$ cat config.mk
export PLATFORM = sky130hd
export DESIGN_NAME = pdp8_iot_ctl
export DESIGN_NICKNAME = d
export VERILOG_FILES = /design/src/rtl/pdp8_iot_ctl.sv
export SDC_FILE = /design/constraint.sdc
export NUM_CORES = 1
export LEC_CHECK = 0
export CORE_AREA = 2 2 74 83
export CTS_BUF_LIST = sky130_fd_sc_hd__clkbuf_2
export CTS_CLUSTER_DIAMETER = 60
export CTS_CLUSTER_SIZE = 25
export DETAILED_ROUTE_END_ITERATION = 6
export DIE_AREA = 0 0 76 85
export HOLD_SLACK_MARGIN = 0.06
export PLACE_DENSITY = 0.9
export SLEW_MARGIN = 20
export SYNTH_ARGS = -nofsm -noshare
export SYNTH_HDL_FRONTEND = slang
export SYNTH_SLANG_ARGS = --single-unit
export TNS_END_PERCENT = 5
$ cat constraint.sdc
create_clock -name clk -period 2.3 [get_ports clk]
set_clock_uncertainty 0.05 [all_clocks]
set_input_delay 0.46 -clock clk [delete_from_list [all_inputs] [get_ports clk]]
set_output_delay 0.46 -clock clk [all_outputs]
set_load 0.1 [all_outputs]
$ cat src/rtl/pdp8_iot_ctl.sv
// rtl/pdp8_iot_ctl.sv - PDP-8 IOT bus controller: device decode, strobe/timeout handshake, interrupt priority
//
// Optional feature macro: IRQ_MASK_EN
//   When defined, device code CTL_CODE addresses this controller:
//   mb[2:0]==1 loads the interrupt mask from cpu_ac, and mb[2:0]==2 reads the mask back on cpu_data.
//   When undefined, the mask is fixed at all-ones and CTL_CODE is an ordinary unmatched code.
//
// Ports
//   clk, reset      clock and synchronous active-low reset
//   iot, state      CPU is executing an IOT, and the CPU major state
//   mb, cpu_ac      IOT instruction word, and the accumulator (used only for the mask load)
//   io_select       latched device code, broadcast to all devices
//   dev_strobe      one-hot select of the addressed device
//   dev_data_in     per-device read data; device k is at [12k+11:12k]
//   dev_data_avail  per-device read-data-valid
//   dev_skip        per-device skip request
//   dev_interrupt   per-device interrupt level
//   cpu_data        captured read data; cpu_data_avail marks it valid
//   cpu_skip        sticky skip result of the current IOT
//   iot_done        one-cycle completion pulse
//   iot_nodev       with iot_done, reports no matching device or a timeout
//   cpu_interrupt   OR of the enabled pending requests
//   irq_id          lowest-numbered enabled pending device

module pdp8_iot_ctl #(
    parameter int                NDEV       = 4,
    parameter logic [6*NDEV-1:0] DEV_CODES  = {6'o02, 6'o01, 6'o04, 6'o03},
    parameter logic [5:0]        CTL_CODE   = 6'o77,
    parameter logic [3:0]        EXEC_STATE = 4'd1,
    parameter int                TIMEOUT    = 8
) (
    input  logic                 clk,
    input  logic                 reset,
    input  logic                 iot,
    input  logic [3:0]           state,
    input  logic [11:0]          mb,
    input  logic [11:0]          cpu_ac,
    output logic [5:0]           io_select,
    output logic [NDEV-1:0]      dev_strobe,
    input  logic [12*NDEV-1:0]   dev_data_in,
    input  logic [NDEV-1:0]      dev_data_avail,
    input  logic [NDEV-1:0]      dev_skip,
    input  logic [NDEV-1:0]      dev_interrupt,
    output logic [11:0]          cpu_data,
    output logic                 cpu_data_avail,
    output logic                 cpu_skip,
    output logic                 iot_done,
    output logic                 iot_nodev,
    output logic                 cpu_interrupt,
    output logic [2:0]           irq_id
);
    localparam int         SEL_W    = (NDEV > 1) ? $clog2(NDEV) : 1;
    localparam logic [7:0] TMO_LAST = 8'(TIMEOUT - 1);

    typedef enum logic [2:0] {
        S_IDLE,
        S_STROBE,
        S_WAIT,
        S_DONE,
        S_HOLD
    } fsm_t;

    fsm_t             fsm, fsm_next;
    logic             exec_cond, start_d, start;
    logic             hit, ctl_hit;
    logic [SEL_W-1:0] hit_idx, sel;
    logic [7:0]       timer;
    logic [NDEV-1:0]  mask, pend;
    logic [2:0]       pend_id;
    logic [11:0]      data_arr [NDEV];
    logic             unused_bits;

    // Edge-detect the raw execute condition so a held IOT runs only once.
    assign exec_cond = iot && (state == EXEC_STATE);
    assign start     = exec_cond && !start_d;

    // Table lookup on the live instruction word; lowest matching entry wins.
    always_comb begin
        hit     = 1'b0;
        hit_idx = '0;
        for (int k = NDEV - 1; k >= 0; k--) begin
            if (mb[8:3] == DEV_CODES[6*k +: 6]) begin
                hit     = 1'b1;
                hit_idx = SEL_W'(k);
            end
        end
    end

    always_comb begin
        for (int k = 0; k < NDEV; k++) begin
            data_arr[k] = dev_data_in[12*k +: 12];
        end
    end

    always_comb begin
        pend_id = 3'd0;
        for (int k = NDEV - 1; k >= 0; k--) begin
            if (pend[k]) pend_id = 3'(k);
        end
    end

`ifdef IRQ_MASK_EN
    // The controller's own code shadows any table entry with the same value.
    assign ctl_hit = (mb[8:3] == CTL_CODE);

    always_ff @(posedge clk) begin
        if (!reset) begin
            mask <= '1;
        end else if (fsm == S_IDLE && start && ctl_hit && mb[2:0] == 3'o1) begin
            mask <= cpu_ac[NDEV-1:0];
        end
    end
`else
    assign ctl_hit = 1'b0;
    assign mask    = '1;
`endif

    always_comb begin
        fsm_next   = fsm;
        dev_strobe = '0;
        iot_done   = 1'b0;
        case (fsm)
            S_IDLE:   if (start) fsm_next = (hit && !ctl_hit) ? S_STROBE : S_DONE;
            S_STROBE: begin
                dev_strobe[sel] = 1'b1;
                fsm_next        = S_WAIT;
            end
            S_WAIT:   begin
                dev_strobe[sel] = 1'b1;
                if (dev_data_avail[sel] || timer == TMO_LAST) fsm_next = S_DONE;
            end
            S_DONE:   begin
                iot_done = 1'b1;
                fsm_next = S_HOLD;
            end
            S_HOLD:   if (!exec_cond) fsm_next = S_IDLE;
            default:  fsm_next = S_IDLE;
        endcase
    end

    always_ff @(posedge clk) begin
        if (!reset) begin
            fsm            <= S_IDLE;
            start_d        <= 1'b0;
            io_select      <= '0;
            sel            <= '0;
            timer          <= '0;
            cpu_data       <= '0;
            cpu_data_avail <= 1'b0;
            cpu_skip       <= 1'b0;
            iot_nodev      <= 1'b0;
            pend           <= '0;
            cpu_interrupt  <= 1'b0;
            irq_id         <= '0;
        end else begin
            fsm           <= fsm_next;
            start_d       <= exec_cond;
            // Two-stage interrupt path: request -> pend -> cpu_interrupt/irq_id.
            pend          <= dev_interrupt & mask;
            cpu_interrupt <= |pend;
            irq_id        <= pend_id;
            case (fsm)
                S_IDLE: begin
                    if (start) begin
                        io_select      <= mb[8:3];
                        sel            <= hit_idx;
                        cpu_data_avail <= 1'b0;
                        cpu_skip       <= 1'b0;
                        iot_nodev      <= !(hit || ctl_hit);
`ifdef IRQ_MASK_EN
                        if (ctl_hit && mb[2:0] == 3'o2) begin
                            cpu_data       <= 12'(mask);
                            cpu_data_avail <= 1'b1;
                        end
`endif
                    end
                end
                S_STROBE: timer <= '0;
                S_WAIT: begin
                    cpu_skip <= cpu_skip | dev_skip[sel];
                    if (dev_data_avail[sel]) begin
                        cpu_data       <= data_arr[sel];
                        cpu_data_avail <= 1'b1;
                    end else if (timer == TMO_LAST) begin
                        iot_nodev <= 1'b1;
                    end else begin
                        timer <= timer + 8'd1;
                    end
                end
                default: ;
            endcase
        end
    end

    assign unused_bits = ^{mb[11:9], mb[2:0], cpu_ac};

endmodule
# Word level (Yosys, flattened, before mapping)
# Index checks and enable logic that the tools add are counted.
# word_totals
regBits	43
inputBits	91
out_inout_bits	30
# classes
n_addsub	1
magnitude_cmp	3
n_eq_ne	17
muxes	38
bitwise	3
reduce_logical	21
# op_table
operator	n
$bmux 12 s2	1
$mux 12	2
$mux 8	2
$pmux 8 s2	1
$pmux 3 s5	1
$mux 1	14
$mux 2	7
$ne 2x2->1 const B	7
$eq 6x2->1 const B	2
$mux 3	3
$reduce_and 3->1	3
$add 8x1->8 const B	1
$eq 8x3->1 const B	1
$reduce_or 4->1	2
$eq 3x2->1 const B	2
$eq 6x1->1 const B	1
$eq 6x3->1 const B	1
$pmux 1 s2	3
$reduce_and 2->1	3
$bmux 1 s2	2
$eq 4x1->1 const B	1
$mux 4	1
$reduce_and 4->1	1
$reduce_bool 2->1	2
other kinds (15)	19

# Depth between registers and ports, before layout
# logic_depth
ltp_word	8
mapped_depth	6
mapped_depth_nobuf	5

# Least setup slack after synthesis
# OpenSTA, ideal clock, no wires.
# synth_timing
path_kind	reg2out
startpoint	reg fsm[0]
endpoint	out dev_strobe[0]
t_arrival_ns	3.162
t_required_ns	1.790
slack_ns	-1.372
stages_incl_launch_ff	5
n_path_buf	1
path_cell_list	dfxtp_1 -> nand2b_1 -> clkbuf_1 -> a21oi_1 -> nor3b_1
# synth_via
elab_chain_len	3
elab_cells_between_ends	4
cone_classes	eq/ne (2); mux (1); reduce/logical (1)
# synth_rtl
item	line	source
from (decl)	63	fsm_t fsm, fsm_next;
from (signal assigned)	156	fsm <= fsm_next;
$eq 3x2->1 / $eq 3x1->1 (equally long branches)	122	case (fsm)
$reduce_or 2->1 (no line) (*)	-	
$mux 4 (*)	-	
to (decl)	39	output logic [NDEV-1:0] dev_strobe,
# Every way passes the cells marked *; elsewhere a longest branch is shown, timed or not.

# Final worst setup path
# Ends and elaborated chain as after synthesis.

==> metrics.md <==
| Metric | Value |
|---|---|
| DRT iter0 DRCs | 73 |
| Die width | 76 microns |
| FP Rows | 29 |
| Hold WS | 416 ps |
| Seq/Total Area, Yosys | 39.5% |
| Via count | 2054 |
| RR Startpoint | timer[0]$_SDFFE_PN0P_ |
| Clock buffer depth | 2 |
| Hold Vio Cnt, Final | 0 |
| CTS H-tree depth | 2 |
| DRT antenna net count | 0 |
| Maximum VDD drop | 342 uV |
| Worst-path maximum fanout | 4 |
| Root Driver | clkbuf_2 |
| Clock Pin Slew Worst Setup and Hold Paths | 220 ps |
| Cts hold-fix bufs | 0 |
| Syn Area/Cell | 9.86 sq um |
| Critical path origin | fsm[0]$_SDFFE_PN0P_ |
| Post-DR vias/cell | 5.12 |
| Count of cell types in the netlist | 39 |
| Critical path endpoint category | primary output |
| Remaining global-route overflow | 0 |
| RSZ-0062 raised after global routing | false |
| Crit path DAT | 1650 ps |
| MaxCap Viol Count | 0 |
| Core box area | 5620 sq um |
| Worst Hold Class | flop to flop |
| Post-synth EDFFs | 0 |
| Ys flop type | dfxtp_1 |
| Leak | 1.33 nW |
| N_diodes | 0 |
| Share of layout cells above drive strength 1 | 22.5% |
| Largest net degree at the start of global routing | 19 |
| Area Growth Syn to Fin | 58.0% |
| Run status | finished, final reports clean |
| Total track usage | 17.0% |
| Slew Viols, Final | 0 |
| Pre-antenna DRT Iters | 6 |
| Async SR Flop Fraction | 0% |
| Power density cells | 517 nW/um^2 |
| HP Start | pend[1]$_SDFF_PN0_ |
| Final nets | 415 |
| Fillers | 451 |
| Slowest cell on the critical path | dfxtp_4 |
| CTS Buf Count | 5 |
| # setup viols final | 0 |
| Global-route wire length before repair | 8880 microns |
| Routability cong. | 0.826 |
| Clock sink count | 42 |
| Vias in the first global route | 1953 |
| Initial antenna violation count | 0 |
| Synth Register Bits | 42 |
| Crit share post-route | 93.8% |
| Clock period minus worst slack | 2160 ps |
| Final Core Density | 59.9% |
| Clock Latency Late Sink | 400 ps |
| I/O Buffers | 101 |
| YS warnings | 0 |
| Final WL | 5540 microns |
| Die height | 85 microns |
| CP startpoint kind | flop |
| Remaining DRCs | 0 |
| Syn Inst Count | 216 |
| Achievable frequency | 0.464 GHz |
| Post-synth net total | 308 |
| Critical path type | flop to primary output |
| CTS tree | yes |
| Synth Cell Area | 2130 sq um |
| Worst-path cell chain | nand2b_4, a21oi_2, nor3b_4, buf_12 |
| Critical path data required time | 1790 ps |
| Drt wl/cell | 13.8 microns |
| Hpwl dp | 4390 microns |
| I/O pin cnt | 121 |
| Starting Density | 37.9% |
| CP peak stage delay | 410 ps |
| Die area | 6460 sq um |
| Total power | 1.74 mW |
-- sequential cells by signal, indices dropped and copies added, names as in the netlist --
register,flops
cpu_data,12
timer,8
io_select,6
pend,4
fsm,3
irq_id,2
sel,2
cpu_data_avail,1
cpu_interrupt,1
cpu_skip,1
iot_nodev,1
start_d,1
-- critical path: cells and delay by family, from the launching register on --
family / cells / cell delay (ps)
AND/OR/NAND/NOR: 2 / 410
flip-flops: 1 / 410
AO/OA/AOI/OAI: 1 / 220
buffers and inverters: 1 / 200
-- placed cells by master (no fill, tap or decap), types with 2 or more instances in the layout --
cell type,n
xnor2_1,2
mux4_2,14
nor2_1,29
and2_1,5
buf_12,6
nand2b_4,2
nand3_1,4
nand4_1,3
nor2b_1,2
a31oi_1,4
o21ai_0,2
buf_4,35
nor3_1,7
dfxtp_4,2
nor3b_1,2
o21a_1,2
clkdlybuf4s50_1,72
clkbuf_2,5
or3_1,3
inv_1,3
a21oi_1,10
mux2i_1,24
nand2_1,15
nand2b_1,7
dfxtp_1,40
o211ai_1,2
-- kinds of logic after synthesis --
kind of cell / Yosys count / share of synthesized area, %
simple gates: 92 / 22.1
flops: 42 / 39.5
mux: 38 / 26.1
compound gates: 24 / 6.93
buf+inv: 16 / 3.82
xor+xnor: 2 / 0.822
fa+ha+maj: 1 / 0.587
other cells: 1 / 0.176
-- where the power goes --
| group | switching (mW) | total [mW] | internal [mW] |
|---|---|---|---|
| clock | 0.250 | 0.324 | 0.0748 |
| combinational | 0.350 | 0.625 | 0.275 |
| sequential | 0.0271 | 0.791 | 0.764 |
-- routing by layer --
metal	up-vias	wire length [microns]	track usage (%)
met5	-	0	0
met2	71	3010	32.0
met4	0	99	4.63
met3	8	385	5.64
met1	983	2040	18.3
li1	992	-	-
-- cell type report --
class	count	area [sq um]	share of cell area (%)
sequential	42	848	25.2
multi-input combinational	158	1260	37.5
inverter	3	11.3	0.334
clock inverter	3	21.3	0.632
tap	77	96.3	2.86
clock buffer	5	25.0	0.743
timing repair buffer	113	1100	32.8
-- final timing paths --
| path | endpoint | slack, ps | cells after the start |
|---|---|---|---|
| worst max register to register | timer[3]$_SDFFE_PN0P_ | 330 | 6 |
| worst max-delay path | dev_strobe[0] | 140 | 4 |
| worst min register to register | irq_id[1]$_SDFF_PP0_ | 420 | 1 |
| worst min-delay path | irq_id[1]$_SDFF_PP0_ | 420 | 1 |
-- per-stage QoR --
step | setup TNS, ps | instances | area [sq um] | setup WS, ps
global route | 0 | 401 | 3370 | 22.9
floorplan | -244 | 216 | 2150 | -115
CTS | 0 | 400 | 3330 | 19.4
detailed placement | -224 | 392 | 3280 | -75.9
finish | 0 | 401 | 3370 | 143
global placement | -57.3 | 392 | 3280 | -36.9
-- synth_stat cells, types with 3 or more instances --
cell type  count  share of area (%)
mux4_2        14                 15
a31oi_1        4                1.2
nor2_1        31                5.5
nand2_1       15                2.6
clkbuf_1       7                1.2
nand4_1        3               0.88
mux2i_1       24                 11
and2_1         5                1.5
dfxtp_1       42                 39
nor3b_1        3                1.1
nand3_1        4               0.94
nor3_1         7                1.6
or3_1          3               0.88
inv_1          3               0.53
a21oi_1       11                2.6
nand2b_1       9                2.6
-- timing repair --
item                       CTS  global route
setup buffers                0             1
setup endpoints to repair    4             6
pin swaps                    0             1
resized for setup            1             7
(Power assumes the default switching activity.)
